`src/rtl/y86_pkg.sv`:
```
// Shared Y86-64 definitions for the byte-serial fetch front end.
// Contents: icode constants, the "no register" code, status codes,
// the fetch FSM state type and an icode -> instruction length helper.
package y86_pkg;

  localparam logic [3:0] I_HALT   = 4'h0;
  localparam logic [3:0] I_NOP    = 4'h1;
  localparam logic [3:0] I_RRMOVQ = 4'h2;
  localparam logic [3:0] I_IRMOVQ = 4'h3;
  localparam logic [3:0] I_RMMOVQ = 4'h4;
  localparam logic [3:0] I_MRMOVQ = 4'h5;
  localparam logic [3:0] I_OPQ    = 4'h6;
  localparam logic [3:0] I_JXX    = 4'h7;
  localparam logic [3:0] I_CALL   = 4'h8;
  localparam logic [3:0] I_RET    = 4'h9;
  localparam logic [3:0] I_PUSHQ  = 4'hA;
  localparam logic [3:0] I_POPQ   = 4'hB;

  localparam logic [3:0] REG_NONE = 4'hF;

  localparam logic [1:0] STAT_AOK = 2'd0;
  localparam logic [1:0] STAT_HLT = 2'd1;
  localparam logic [1:0] STAT_ADR = 2'd2;
  localparam logic [1:0] STAT_INS = 2'd3;

  typedef enum logic [1:0] {
    ST_IDLE  = 2'd0,
    ST_FETCH = 2'd1,
    ST_OUT   = 2'd2
  } fetch_state_e;

  // Illegal icodes (C..F) are treated as single-byte so the fetch
  // terminates right after the opcode byte.
  function automatic logic [3:0] instr_len(input logic [3:0] icode);
    case (icode)
      I_HALT, I_NOP, I_RET:                  instr_len = 4'd1;
      I_RRMOVQ, I_OPQ, I_PUSHQ, I_POPQ:      instr_len = 4'd2;
      I_JXX, I_CALL:                         instr_len = 4'd9;
      I_IRMOVQ, I_RMMOVQ, I_MRMOVQ:          instr_len = 4'd10;
      default:                               instr_len = 4'd1;
    endcase
  endfunction

endpackage

```
`src/rtl/ifetch_len_decode.sv`:
```
// Combinational length/format decode of a Y86-64 icode.
// Ports:
//   icode      in  4  opcode high nibble
//   len        out 4  instruction length in bytes
//   has_regs   out 1  byte 1 is a register-specifier byte
//   has_valc   out 1  instruction carries an 8-byte constant
//   valc_start out 4  byte index of the first constant byte
module ifetch_len_decode
  import y86_pkg::*;
(
  input  logic [3:0] icode,
  output logic [3:0] len,
  output logic       has_regs,
  output logic       has_valc,
  output logic [3:0] valc_start
);

  always_comb begin
    len        = instr_len(icode);
    has_regs   = 1'b0;
    has_valc   = 1'b0;
    valc_start = 4'd0;
    case (icode)
      I_RRMOVQ, I_OPQ, I_PUSHQ, I_POPQ: begin
        has_regs = 1'b1;
      end
      I_IRMOVQ, I_RMMOVQ, I_MRMOVQ: begin
        has_regs   = 1'b1;
        has_valc   = 1'b1;
        valc_start = 4'd2;
      end
      I_JXX, I_CALL: begin
        has_valc   = 1'b1;
        valc_start = 4'd1;
      end
      default: ;
    endcase
  end

endmodule

```
`src/rtl/ifetch_byte_buffer.sv`:
```
// Byte-serial Y86-64 instruction fetch. Accepts a PC, reads one byte per
// memory handshake, length-decodes the opcode and presents the assembled
// instruction fields on a valid/ready interface.
// Ports:
//   clk, rst_n                  clock, async active-low reset
//   pc_valid/pc/pc_ready        PC request handshake (ready only in IDLE)
//   flush                       abort fetch/output, return to IDLE
//   mem_req/mem_addr            byte read request and address
//   mem_ack/mem_data/mem_err    byte response, data and address error
//   instr_valid/instr_ready     assembled instruction handshake
//   icode/ifun/rA/rB/valC/valP  decoded instruction fields
//   instr_ok/imem_error         legal icode / fetch ended on memory error
module ifetch_byte_buffer
  import y86_pkg::*;
#(
  parameter int ADDR_W  = 64,
  parameter int MAX_LEN = 10
) (
  input  logic              clk,
  input  logic              rst_n,
  input  logic              pc_valid,
  input  logic [ADDR_W-1:0] pc,
  output logic              pc_ready,
  input  logic              flush,
  output logic              mem_req,
  output logic [ADDR_W-1:0] mem_addr,
  input  logic              mem_ack,
  input  logic [7:0]        mem_data,
  input  logic              mem_err,
  output logic              instr_valid,
  input  logic              instr_ready,
  output logic [3:0]        icode,
  output logic [3:0]        ifun,
  output logic [3:0]        rA,
  output logic [3:0]        rB,
  output logic [63:0]       valC,
  output logic [ADDR_W-1:0] valP,
  output logic              instr_ok,
  output logic              imem_error
);

  localparam int CNT_W = $clog2(MAX_LEN + 1);

  fetch_state_e      state, state_nx;
  logic [ADDR_W-1:0] pc_q;
  logic [ADDR_W-1:0] addr_q;
  logic [CNT_W-1:0]  cnt;

  logic [3:0] dec_icode;
  logic [3:0] dec_len;
  logic [3:0] dec_start;
  logic       dec_regs;
  logic       dec_valc;

  logic       first_byte;
  logic       last_byte;
  logic       take_pc;
  logic       take_byte;
  logic       valc_hit;
  logic [2:0] valc_idx;

  // On byte 0 the registered icode is not yet known, so decode the
  // incoming opcode directly; later bytes use the latched icode.
  assign first_byte = (cnt == '0);
  assign dec_icode  = first_byte ? mem_data[7:4] : icode;

  ifetch_len_decode u_len_decode (
    .icode      (dec_icode),
    .len        (dec_len),
    .has_regs   (dec_regs),
    .has_valc   (dec_valc),
    .valc_start (dec_start)
  );

  // flush wins over every same-cycle event, so it gates both transfers.
  assign take_pc   = (state == ST_IDLE)  && pc_valid && !flush;
  assign take_byte = (state == ST_FETCH) && mem_ack  && !flush;
  assign last_byte = (cnt == CNT_W'(dec_len - 4'd1));
  assign valc_hit  = dec_valc && (cnt >= CNT_W'(dec_start));
  assign valc_idx  = 3'(cnt - CNT_W'(dec_start));
  assign mem_addr  = addr_q;

  always_ff @(posedge clk or negedge rst_n) begin
    if (!rst_n) state <= ST_IDLE;
    else        state <= state_nx;
  end

  always_comb begin
    state_nx    = state;
    pc_ready    = 1'b0;
    mem_req     = 1'b0;
    instr_valid = 1'b0;
    case (state)
      ST_IDLE: begin
        pc_ready = rst_n;
        if (take_pc) state_nx = ST_FETCH;
      end
      ST_FETCH: begin
        mem_req = 1'b1;
        if (take_byte && (mem_err || last_byte)) state_nx = ST_OUT;
      end
      ST_OUT: begin
        instr_valid = 1'b1;
        if (instr_ready) state_nx = ST_IDLE;
      end
      default: state_nx = ST_IDLE;
    endcase
    if (flush) state_nx = ST_IDLE;
  end

  always_ff @(posedge clk or negedge rst_n) begin
    if (!rst_n) begin
      pc_q       <= '0;
      addr_q     <= '0;
      cnt        <= '0;
      icode      <= 4'h0;
      ifun       <= 4'h0;
      rA         <= REG_NONE;
      rB         <= REG_NONE;
      valC       <= 64'd0;
      valP       <= '0;
      instr_ok   <= 1'b0;
      imem_error <= 1'b0;
    end else if (take_pc) begin
      pc_q       <= pc;
      addr_q     <= pc;
      cnt        <= '0;
      icode      <= 4'h0;
      ifun       <= 4'h0;
      rA         <= REG_NONE;
      rB         <= REG_NONE;
      valC       <= 64'd0;
      valP       <= '0;
      instr_ok   <= 1'b0;
      imem_error <= 1'b0;
    end else if (take_byte) begin
      if (mem_err) begin
        // Present a nop-shaped instruction at the faulting PC; the data
        // byte that came with the error is dropped.
        icode      <= I_NOP;
        ifun       <= 4'h0;
        rA         <= REG_NONE;
        rB         <= REG_NONE;
        valC       <= 64'd0;
        valP       <= pc_q;
        instr_ok   <= 1'b1;
        imem_error <= 1'b1;
      end else begin
        addr_q <= addr_q + 1'b1;
        cnt    <= cnt + 1'b1;
        if (first_byte) begin
          icode    <= mem_data[7:4];
          ifun     <= mem_data[3:0];
          instr_ok <= (mem_data[7:4] <= I_POPQ);
        end
        if (dec_regs && (cnt == CNT_W'(1))) begin
          rA <= mem_data[7:4];
          rB <= mem_data[3:0];
        end
        if (valc_hit) valC[{valc_idx, 3'b000} +: 8] <= mem_data;
        if (last_byte) valP <= pc_q + ADDR_W'(dec_len);
      end
    end
  end

endmodule

```
`config.mk`:
```
export PLATFORM = sky130hd
export DESIGN_NAME = ifetch_byte_buffer
export DESIGN_NICKNAME = d
export VERILOG_FILES = /design/src/rtl/y86_pkg.sv /design/src/rtl/ifetch_len_decode.sv /design/src/rtl/ifetch_byte_buffer.sv
export SDC_FILE = /design/constraint.sdc
export NUM_CORES = 1
export LEC_CHECK = 0
export BUFFER_PORTS_ARGS = -buffer_cell sky130_fd_sc_hd__buf_2
export CAP_MARGIN = 25
export CORE_ASPECT_RATIO = 1.1
export CORE_MARGIN = 2
export CORE_UTILIZATION = 57
export CTS_BUF_LIST = sky130_fd_sc_hd__clkbuf_8
export CTS_CLUSTER_SIZE = 10
export DETAILED_ROUTE_END_ITERATION = 8
export PLACE_DENSITY = 0.84
export SLEW_MARGIN = 0
export SYNTH_ARGS = -nofsm -noshare
export SYNTH_HDL_FRONTEND = slang
export SYNTH_SLANG_ARGS = --single-unit
```
`constraint.sdc`:
```
create_clock -name clk -period 4.5 [get_ports clk]
set_input_delay 0.675 -clock clk [delete_from_list [all_inputs] [get_ports clk]]
set_output_delay 0.675 -clock clk [all_outputs]
set_load 0.02 [all_outputs]
```
==> results.cfg <==
[placement]
pre_cts_ws_ns = 0.147
gp_congestion = 0.889
post-dp-hpwl_mm = 26.4
port_buffers = 291

[route]
drt_iter0_markers = 838
routedWlPerCell_um = 19.0
postRouteAntennaNets = 0
viasPerCell = 5.89
routed_wl_mm = 37.7
drc = 0
first_pass_iters = 5
vias = 11700

[status]
status = completed

[logic_synthesis]
netlist_instances = 1370
ys.flop_type = dfrtp_1
synth_edf_count = 0
synth_top_area_cell = dfrtp_1
synth_nets = 1464
async_reset_ff_share_pct = 100
ys_ff_latch = 280
ys_seq_area_share_pct = 51.1
synth_cell_types = 68
synthTopCellsByArea = dfrtp_1, nand2_1, o2bb2ai_1
syn_area_um2 = 13700
synth.avg_cell_area_um2 = 10.0
synth_top_cell_area_share_pct = 49.6
synth_warnings = 0

[critical_path]
crit_type = flop to flop
worstPathMaxFanout = 8
worstPathArrival_ns = 4.62
crit_required_ns = 4.91
start_kind = flop
end_kind = flop

[die]
initial_core_util_pct = 58.0
io_pins = 292
die_y_um = 167
num_rows = 59
die_width_um = 152
dieArea_um2 = 25400
coreArea_um2 = 23700

[sta]
fin_skew_ns = 0.0222
rsz0062_at_grt = yes
setup_viol = 0
drv_slew = 0
hold_violations = 0
max_freq_mhz = 238
period_share_pct = 93.5
slew_headroom_pct = 37.7
worst_pin_slew_ns = 0.931
hold_slack_ns = 0.0788
setup_ws_ns = 0.293
fin_crit_ns = 4.21

[clock_network]
cts_tree = yes
insertion_delay_ns = 0.54
h-tree-depth = 2
cts_made_buffers = 44
clock-sinks = 280
cts-root-buf = clkbuf_8
clk_pin_slew_ns = 0.06
cts_hold_buf = 0
clockBufferDepth = 3

[finish]
layout-drive-gt1-share_pct = 26.3
antenna_cells = 0
fin_nets = 1746
mostFrequentLayoutCell = buf_2
mostFrequentLayoutCells = buf_2, dfrtp_1, nand2_1
syn_to_final_growth_pct = 19.1

[job]
drv_cap = 0

[grt]
grt_pass1_wl_mm = 60.2
grt.overflow.total = 0
grt_max_degree = 144
grt_usage_pct = 29.0
first_global_vias = 11500
grt_antenna_before_repair = 2

[pwr]
irDropWorstVdd_mv = 0.396
leakage_nw = 7.74
powerDensity_nw_per_um2 = 508

[hold_path]
hold_class = input port to async pin
==> critical path, cell delays in order (launching register included) <==
cell,delay [ns]
dfrtp_1,0.45
inv_1,0.16
ha_1,0.22
or3b_1,0.42
o21ai_0,0.26
nand2_1,0.08
o21ai_0,0.18
ha_1,0.17
inv_1,0.05
fa_1,0.47
inv_1,0.07
ha_1,0.19
ha_1,0.17
nand2b_1,0.13
a21oi_1,0.39
a31oi_1,0.36
a22o_1,0.33
==> worst paths after layout <==
| path | startpoint | endpoint | slack [ns] | cells after the start |
|---|---|---|---|---|
| setup / recovery | cnt[0] | valC[35] | 0.29 | 16 |
| hold / removal | rst_n | valC[26] | 0.08 | 1 |
| setup reg to reg | cnt[0] | valC[35] | 0.29 | 16 |
| hold reg to reg | valP[57] | valP[57] | 0.48 | 1 |
| max in group asynchronous | rst_n | valP[30] | 3.06 | 2 |
| min in group clk | instr_ready | state[1] | 0.32 | 2 |
==> area by class of cell <==
type	instances	area (µm²)
multi-input cells	980	6260
flip-flops and latches	280	7020
fillers	1806	7340
repair buffers	314	1660
clock inverters	22	123
well taps	305	382
clock buffers	58	798
inverters	32	120
==> cell families (layout without fill, tap and decap cells) <==
kind of cell               after synthesis  count (layout)  synth area share (%)
adders and majority gates               15              15                  1.48
xor gates and xnor gates               128             128                  8.16
AOI/OAI and AO/OA                      258             258                  14.0
and+or+nand+nor                        566             566                  20.6
muxes                                   13              13                  1.03
buffers and inverters                  110             426                  3.67
DFF                                    280             280                  51.1
==> synthesized netlist by cell type (21+ instances only) <==
master / instances
xor2_1: 59
nor4_1: 22
a22o_1: 56
a21oi_1: 21
xnor2_1: 69
nor2_1: 52
nor3_1: 31
nand3_1: 53
nand2_1: 253
dfrtp_1: 272
inv_1: 32
nand4_1: 34
o21ai_0: 72
clkbuf_1: 42
o2bb2ai_1: 69
==> report_power, final <==
group | switching [mW] | total [mW] | internal (mW)
clock | 0.999 | 2.21 | 1.21
sequential | 0.576 | 3.65 | 3.08
combinational | 1.51 | 2.44 | 0.932
total | 3.09 | 8.31 | 5.22
==> stage by stage <==
stage,power (mW),cells,cell area [µm²],util (%),TNS [ns]
global route,8.74,1991,16400,69.0,-0.955
CTS,8.31,1990,16300,68.9,0
finish,8.31,1991,16400,69.0,0
floorplan,5.18,1370,13700,-,0
detailed placement,6.08,1910,15400,65.0,0
global placement,6.00,1910,15400,65.0,0
==> sequential cells by signal, summed over array words and instances (netlist names) <==
register,flops
mem_addr,64
pc_q,64
valC,64
valP,64
cnt,4
icode,4
ifun,4
rA,4
rB,4
state,2
imem_error,1
instr_ok,1
==> timing repair <==
item	CTS	global route
gates resized for setup	0	9
buffers inserted	0	1
endpoints found under the setup margin	0	48
==> layer usage <==
layer,GRT usage (%),vias up,part of all wire [%]
met5,0,-,0.061
met4,10.4,4,2.9
met3,5.54,85,7.2
met2,47.1,503,48
met1,39.4,5733,42
li1,-,5398,-
(Power assumes the default switching activity.)
